File: src/rtl/tff_seq_pkg.sv
// Shared types for the T flip-flop count sequencer: controller states and
// count-direction encodings.
package tff_seq_pkg;

   typedef enum logic [1:0] {
      IDLE = 2'd0,
      LOAD = 2'd1,
      RUN  = 2'd2,
      DONE = 2'd3
   } state_t;

   localparam logic DIR_UP = 1'b0;
   localparam logic DIR_DN = 1'b1;

endpackage

File: src/rtl/tff_cell.sv
// Single T flip-flop: toggles on the rising clock edge whenever t is high,
// and clears asynchronously while rst_n is low.
module tff_cell (
   input  logic clk,
   input  logic rst_n,
   input  logic t,
   output logic q
);

   always_ff @(posedge clk or negedge rst_n) begin
      if (!rst_n)
         q <= 1'b0;
      else if (t)
         q <= ~q;
   end

endmodule

File: src/rtl/tff_count_sequencer.sv
// Command-driven modulo-N up/down counter built from a bank of T flip-flops.
// q is only ever changed through the per-bit toggle vector t.
module tff_count_sequencer
   import tff_seq_pkg::*;
#(
   parameter int WIDTH = 4,
   parameter int TICKW = 8
) (
   input  logic             clk,
   input  logic             rst,
   input  logic             cmd_valid,
   output logic             cmd_ready,
   input  logic             cmd_dir,
   input  logic [WIDTH-1:0] cmd_mod,
   input  logic [TICKW-1:0] cmd_ticks,
   input  logic             pause,
   output logic [WIDTH-1:0] q,
   output logic [WIDTH-1:0] qb,
   output logic             tc,
   output logic             busy,
   output logic             done
);

   state_t             state_reg;
   state_t             state_next;
   logic               dir_reg;
   logic [WIDTH-1:0]   mod_reg;
   logic [TICKW-1:0]   ticks_reg;

   logic [WIDTH-1:0]   t;
   logic [WIDTH-1:0]   up_all;
   logic [WIDTH-1:0]   dn_all;
   logic               at_top;
   logic               at_zero;
   logic               wrap;
   logic               step;
   logic               accept;

   // up_all[i] / dn_all[i]: all lower bits are one / zero (ripple carry / borrow)
   assign up_all[0] = 1'b1;
   assign dn_all[0] = 1'b1;

   generate
      for (genvar gi = 1; gi < WIDTH; gi++) begin : g_chain
         assign up_all[gi] = up_all[gi-1] &  q[gi-1];
         assign dn_all[gi] = dn_all[gi-1] & ~q[gi-1];
      end
      for (genvar gi = 0; gi < WIDTH; gi++) begin : g_cell
         tff_cell u_cell (
            .clk   (clk),
            .rst_n (rst),
            .t     (t[gi]),
            .q     (q[gi])
         );
      end
   endgenerate

   assign qb        = ~q;
   assign cmd_ready = (state_reg == IDLE);
   assign busy      = (state_reg != IDLE);
   assign done      = (state_reg == DONE);
   assign accept    = cmd_valid & cmd_ready;

   assign at_top  = (q == mod_reg);
   assign at_zero = (q == '0);
   assign wrap    = (dir_reg == DIR_UP) ? at_top : at_zero;
   assign step    = (state_reg == RUN) & ~pause;
   assign tc      = step & wrap;

   // Loading and wrapping toggle exactly the bits that differ from the target.
   always_comb begin
      t = '0;
      case (state_reg)
         LOAD: t = q ^ ((dir_reg == DIR_DN) ? mod_reg : '0);
         RUN: begin
            if (!pause) begin
               if (dir_reg == DIR_UP)
                  t = at_top ? q : up_all;
               else
                  t = at_zero ? mod_reg : dn_all;
            end
         end
         default: t = '0;
      endcase
   end

   always_comb begin
      state_next = state_reg;
      case (state_reg)
         IDLE: if (accept) state_next = LOAD;
         LOAD: state_next = (ticks_reg == '0) ? DONE : RUN;
         RUN:  if (step && ticks_reg == TICKW'(1)) state_next = DONE;
         DONE: state_next = IDLE;
         default: state_next = IDLE;
      endcase
   end

   always_ff @(posedge clk or negedge rst) begin
      if (!rst) begin
         state_reg <= IDLE;
         dir_reg   <= DIR_UP;
         mod_reg   <= '0;
         ticks_reg <= '0;
      end else begin
         state_reg <= state_next;
         if (accept) begin
            dir_reg   <= cmd_dir;
            mod_reg   <= cmd_mod;
            ticks_reg <= cmd_ticks;
         end else if (step) begin
            ticks_reg <= ticks_reg - TICKW'(1);
         end
      end
   end

endmodule

File: config.mk
export PLATFORM = sky130hd
export DESIGN_NAME = tff_count_sequencer
export DESIGN_NICKNAME = d
export VERILOG_FILES = /design/src/rtl/tff_seq_pkg.sv /design/src/rtl/tff_cell.sv /design/src/rtl/tff_count_sequencer.sv
export SDC_FILE = /design/constraint.sdc
export NUM_CORES = 1
export LEC_CHECK = 0
export CAP_MARGIN = 10
export CORE_MARGIN = 1
export CORE_UTILIZATION = 45
export CTS_CLUSTER_SIZE = 12
export DETAILED_ROUTE_END_ITERATION = 8
export PLACE_DENSITY_LB_ADDON = 0.1
export SLEW_MARGIN = 20
export SYNTH_ARGS = -nofsm -noshare
export SYNTH_HDL_FRONTEND = slang
export SYNTH_SLANG_ARGS = --single-unit
File: constraint.sdc
create_clock -name clk -period 1.7 [get_ports clk]
set_input_delay 0.51 -clock clk [delete_from_list [all_inputs] [get_ports clk]]
set_output_delay 0.51 -clock clk [all_outputs]
set_load 0.1 [all_outputs]
==> run metrics, run 1 <==
via count approximately 1500; total negative slack -1520 ps; adder-cell share of the synthesized area ~5.6%; violated checks setup timing; Hold WC Path Type primary input to async pin; unrepaired setup endpoints after global routing true; FF+latch count, synth 19; clock buffer depth 2; Yosys warnings 0; CTS tree yes; initial drt markers about 80; Reg-to-Reg Start ticks_reg[4]$_DFFE_PN0P_; timing startpoint of the critical path g_cell[3].u_cell.q$_DFFE_PN0P_; Area Overhead vs Synth 74.8%; I/O Pins 29; cell count after synthesis about 160; worst-path maximum fanout 2; Mapped Area between 1000 and 1500 µm²; GR Overflow Total 0; clock sink count 19; r2r worst-path depth 5; RR Endpoint state_reg[1]$_DFFE_PN0P_; Rows 19; vias in the first global route 1434; distinct cell type count after synthesis 41; CP delay by family, top simple AND/OR/NAND/NOR gates; Final WS setup -493 ps; Initial Util 48.1%; largest family of logic cells by synthesized area simple AND/OR/NAND/NOR gates; CP endpoint kind primary output; Nets roughly 250; CP arrival 1680 ps; placed cell areas between 2000 and 2500 µm²; post-route minimum period roughly 2200 ps; htree depth 1; CORE AREA roughly 2800 µm²; DRC errors left 0; CP peak stage delay approximately 440 ps; die width around 57 µm; Synthesized Nets between 150 and 200; Cell Chain, Critical Path xnor2_2 > nand4_1 > nor2_2 > a31oi_2 > nor2_4 > buf_12; Worst Path Buf+Inv 1; compound-cell area share of the yosys netlist about 18%; area share of the largest cell type after synthesis a little over a third; Reg area roughly 480 µm²; Register-to-Register Setup Slack -150 ps; proportion of layout cells with a drive suffix above 1 a little under half; Inserted Clock Buffers 3; Root Driver clkbuf_4; final instance area roughly 2300 µm²; DRT antenna net count 0; first-pass GRT wire length roughly 6.7 mm; die height 56.5 µm; n_diodes 0; Peak Freq 456 MHz; fill count ~150; GPL Wtd Cong ~0.8; Slew Limit Headroom between 80% and 90%; Slew Viols, Final 0; clk_lat worst skew 310 ps; Post-synth EDFFs 0; register area share after synthesis between 30% and 40%; post-layout util between 80% and 90%; Crit path depth 6; Tcrit/Tclk final 129%; DP HPWL between 2 and 3 mm; status complete, but fails checks; prevailing post-synth register cell dfrtp_1; die area 3190 µm²; I/O Buffers 28; hold buffer count at CTS 0; synth top area cells dfrtp_1 (36%), xnor2_1 (5.9%), ha_1 (5.6%); critical setup path kind flop to primary output; largest net degree at the start of global routing 20; Mean Syn Cell Area 8.52 µm²; Final setup viols 8; Post-Synth Simple-Gate Area between 10% and 20%; post-synthesis mux area share 6.08%; Initial DRT Pass Iterations 4; vias per cell 5.78; # Max-Cap Violations 0; final WL 4.20 mm; leading area contributor after synthesis dfrtp_1; Critical Path Start Type flop; FFs w/ async S/R, synth 100%; antenna violations before repair 0; Largest register FFs 8; Data required, critical path 1190 ps; Final Hold Fails 0; drt wl/cell 16.5 µm; Post-Synth XOR/XNOR Area 7.20%; CP endpoint tc; GRT Total Usage a little over a quarter; Critical-path top delay cell dfrtp_1; Slew @ Worst Pin slightly below 300 ps; Clock transition at path regs about 120 ps; multi-input logic area a little over 900 µm²; post-route clock skew between 4 and 5 ps
-- synth_stat cells (2+ instances only) --
cell and instances:
a41o_1 2, mux2_2 5, nand2_1 13, inv_1 10, dfrtp_1 19, o21ai_0 6
nor4_1 2, clkbuf_1 9, buf_4 4, a21oi_1 13, o41ai_1 2, xor2_1 2
xnor2_1 9, nor3_1 7, ha_1 6, o21ai_2 2, and2_1 2, nor2_1 18
nor4b_1 2, a31oi_1 3
-- layout make-up --
class,instances,share of cell area [%]
Clock buffer,4,1.12
Multi-Input combinational cell,114,39.7
Tap cell,31,1.66
Sequential cell,19,20.3
Timing Repair Buffer,77,34.8
Inverter,10,2.41
-- per-layer routing --
layer	share of wire [%]	GRT usage, %	up-vias
met5	0	0	-
met4	4.5	15.3	0
met3	5.9	2.30	26
met2	48	45.5	84
met1	42	34.9	685
li1	-	-	679
-- worst min path at each step --
stage | slack [ps] | startpoint | end | cells after the start
after global routing | 530 | rst | state_reg[0]$_DFFE_PN0P_ | 2
final | 520 | rst | g_cell[3].u_cell.q$_DFFE_PN0P_ | 2
after detailed placement | 600 | ticks_reg[6]$_DFFE_PN0P_ | ticks_reg[6]$_DFFE_PN0P_ | 2
after CTS | 530 | rst | dir_reg$_DFFE_PN0P_ | 2
after floorplan | 210 | rst | dir_reg$_DFFE_PN0P_ | 0
after global placement | 580 | ticks_reg[7]$_DFFE_PN0P_ | ticks_reg[7]$_DFFE_PN0P_ | 2
-- cell usage in the layout, fill, tap and decap left out, types with 5 or more instances in the layout --
cell type         n
clkdlybuf4s50_1  15
a21oi_1          12
nor3_1            5
mux2_2            5
nor2_1           16
buf_4            40
buf_6             8
dfrtp_1          19
o21ai_0           6
xnor2_1           5
buf_12           13
nand2_1          11
-- kinds of logic (layout without fill, tap and decap cells) --
family,count (synthesis),in the layout
adders and majority gates,6,6
DFF,19,19
buffers and inverters,24,91
AOI/OAI and AO/OA,37,37
and+or+nand+nor,53,53
xor gates and xnor gates,11,11
muxes,7,7
-- through the flow --
step                      std cells  hold slack (ps)  setup WS, ps
after detailed placement        235              598          -342
final                           255              525          -493
after global placement          235              580          -309
after floorplan                 157              214          -394
after CTS                       250              534          -401
after global routing            255              534          -568
-- repair_timing --
action | 4_1_cts | 5_1_grt
buffers inserted | 11 | 7
endpoints found under the setup margin | 12 | 22
resized for setup | 17 | 22
cloned | 0 | 0
pin swaps | 9 | 12
Power of run 1 is not shown: default switching activity piles up to over one toggle a cycle in this logic, so the estimate is an artifact.
==> inputs of run 2 (changes only) <==
--- a/config.mk
+++ b/config.mk
@@ -5,9 +5,12 @@
 export SDC_FILE = /design/constraint.sdc
 export NUM_CORES = 1
 export LEC_CHECK = 0
+export ABC_CLOCK_PERIOD_IN_PS = 1700
 export CAP_MARGIN = 10
+export CELL_PAD_IN_SITES_DETAIL_PLACEMENT = 0
+export CELL_PAD_IN_SITES_GLOBAL_PLACEMENT = 1
 export CORE_MARGIN = 1
-export CORE_UTILIZATION = 45
+export CORE_UTILIZATION = 33
 export CTS_CLUSTER_SIZE = 12
 export DETAILED_ROUTE_END_ITERATION = 8
 export PLACE_DENSITY_LB_ADDON = 0.1
==> run metrics, run 2 (synthesis gave the netlist of run 1 again) <==
status complete, but fails checks; violated checks setup timing; Post-Layout Cell Count 273 (+7.1%); Hold WC Path Type primary input to async pin; first-pass GRT wire length 6.44 mm (-4.5%); GPL Wtd Cong 0.824 (+4.2%); Area Overhead vs Synth 77.1%; CORE AREA 3770 µm² (+36%); DRT antenna net count 0 (unchanged); Root Driver clkbuf_8; Final Hold Fails 0 (unchanged); Critical Path Start Type flop; Slew Limit Headroom 78.2% (-1.9 points); clock sink count 19 (unchanged); commonest cells after routing, fill and taps aside buf_4 (44), dfrtp_1 (19), nor2_1 (16), clkdlybuf4s50_1 (15), buf_12 (13); clock buffer depth 2 (unchanged); Initial DRT Pass Iterations 4 (unchanged); Slew @ Worst Pin 327 ps (+30.9 ps); htree depth 1 (unchanged); CP arrival 1580 ps (-100 ps); die height 65.7 µm (+16%); CTS tree yes; hold buffer count at CTS 0 (unchanged); I/O Pins 29 (unchanged); Initial Util 35.5% (-13 points); post-route minimum period 2090 ps (-107 ps); Final WS setup -386 ps (+107 ps); Hold Worst Slack 588 ps (+63.5 ps); Peak Freq 479 MHz (+5.1%); RR Endpoint state_reg[1]$_DFFE_PN0P_; GR Overflow Total 0 (unchanged); n_diodes 0 (unchanged); die width 65.7 µm (+16%); CP endpoint kind primary output; most common cell after layout, fill and taps aside buf_4; worst-path maximum fanout 2 (unchanged); # Max-Cap Violations 0 (unchanged); Tcrit/Tclk final 123% (-6.3 points); vias in the first global route 1444 (+0.70%); DRC errors left 0 (unchanged); die area 4310 µm² (+35%); largest net degree at the start of global routing 20 (unchanged); placed insts 252 (+7.2%); post-route clock skew 0.905 ps (-3.24 ps); DP HPWL 2.68 mm (+3.6%); timing startpoint of the critical path mod_reg[0]$_DFFE_PN0P_; drt wl/cell 13.7 µm (-17%); clk_lat worst skew 250 ps (-60 ps); proportion of layout cells with a drive suffix above 1 47.1% (+0.24 points); Final setup viols 7 (-1); vias per cell 4.97 (-14%); Slew Viols, Final 0 (unchanged); I/O Buffers 28 (unchanged); Data required, critical path 1190 ps (about the same); Reg-to-Reg Start ticks_reg[3]$_DFFE_PN0P_; Register-to-Register Setup Slack -160 ps (about the same); Clock transition at path regs 70 ps (-50 ps); Rows 22 (+3); Inserted Clock Buffers 3 (unchanged); Largest register FFs 8 (unchanged); antenna violations before repair 0 (unchanged); Nets 249 (+0.40%); fill count 293 (+92%); CP endpoint tc; unrepaired setup endpoints after global routing true; via count 1357 (-7.9%); critical setup path kind flop to primary output; r2r worst-path depth 5 (unchanged); initial drt markers 63 (-20%); GRT Total Usage 19.8% (-7.6 points); final WL 3.73 mm (-11%)
## run 2: cell type report
| type | instances | area (µm²) | area share (%) |
|---|---|---|---|
| inverter | 10 | 51.3 | 2.17 |
| multi-input combinational | 114 | 927 | 39.1 |
| tap | 48 | 60.1 | 2.54 |
| sequential | 19 | 475 | 20.1 |
| timing repair buffer | 78 | 810 | 34.2 |
| clock buffer | 4 | 45.0 | 1.90 |
## run 2: how the worst min path moves through the flow
stage	endpoint	cells past startpoint	slack, ps
2_1_floorplan	dir_reg$_DFFE_PN0P_	0	210
3_3_place_gp	ticks_reg[7]$_DFFE_PN0P_	2	580
3_5_place_dp	state_reg[1]$_DFFE_PN0P_	1	610
4_1_cts	ticks_reg[6]$_DFFE_PN0P_	2	590
5_1_grt	ticks_reg[6]$_DFFE_PN0P_	2	600
6_report	ticks_reg[6]$_DFFE_PN0P_	2	590
## run 2: what timing repair did
item / 4_1_cts / 5_1_grt
setup endpoints to repair: 12 / 18
setup buffers: 8 / 10
cloned: 0 / 0
resized for setup: 13 / 22
pin swaps: 10 / 8
## run 2: worst max-delay path, stage by stage, from the launching register on
cell	delay, ps
dfrtp_1	420
xnor2_2	210
nand4_1	160
nor2_2	160
a31oi_2	70
nor2_4	130
buf_12	180
## run 2: stage by stage
| step | TNS, ps | setup WS, ps | utilization (%) | cell area (µm²) |
|---|---|---|---|---|
| 4_1_cts | -820 | -389 | 58.3 | 2200 |
| 3_5_place_dp | -3660 | -333 | 53.8 | 2030 |
| 5_1_grt | -1320 | -497 | 62.8 | 2370 |
| 6_report | -854 | -386 | 62.8 | 2370 |
| 3_3_place_gp | -3290 | -327 | 53.8 | 2030 |
| 2_1_floorplan | -1080 | -394 | - | 1400 |
## run 2: metal layers
layer / vias to the layer above / global-route usage [%] / wire (µm)
met4: 0 / 11.7 / 58
met3: 6 / 2.95 / 85
met5: - / 0 / 0
met2: 29 / 34.4 / 2010
met1: 642 / 22.7 / 1580
li1: 680 / - / -
Power of run 2 is left out for the same reason.
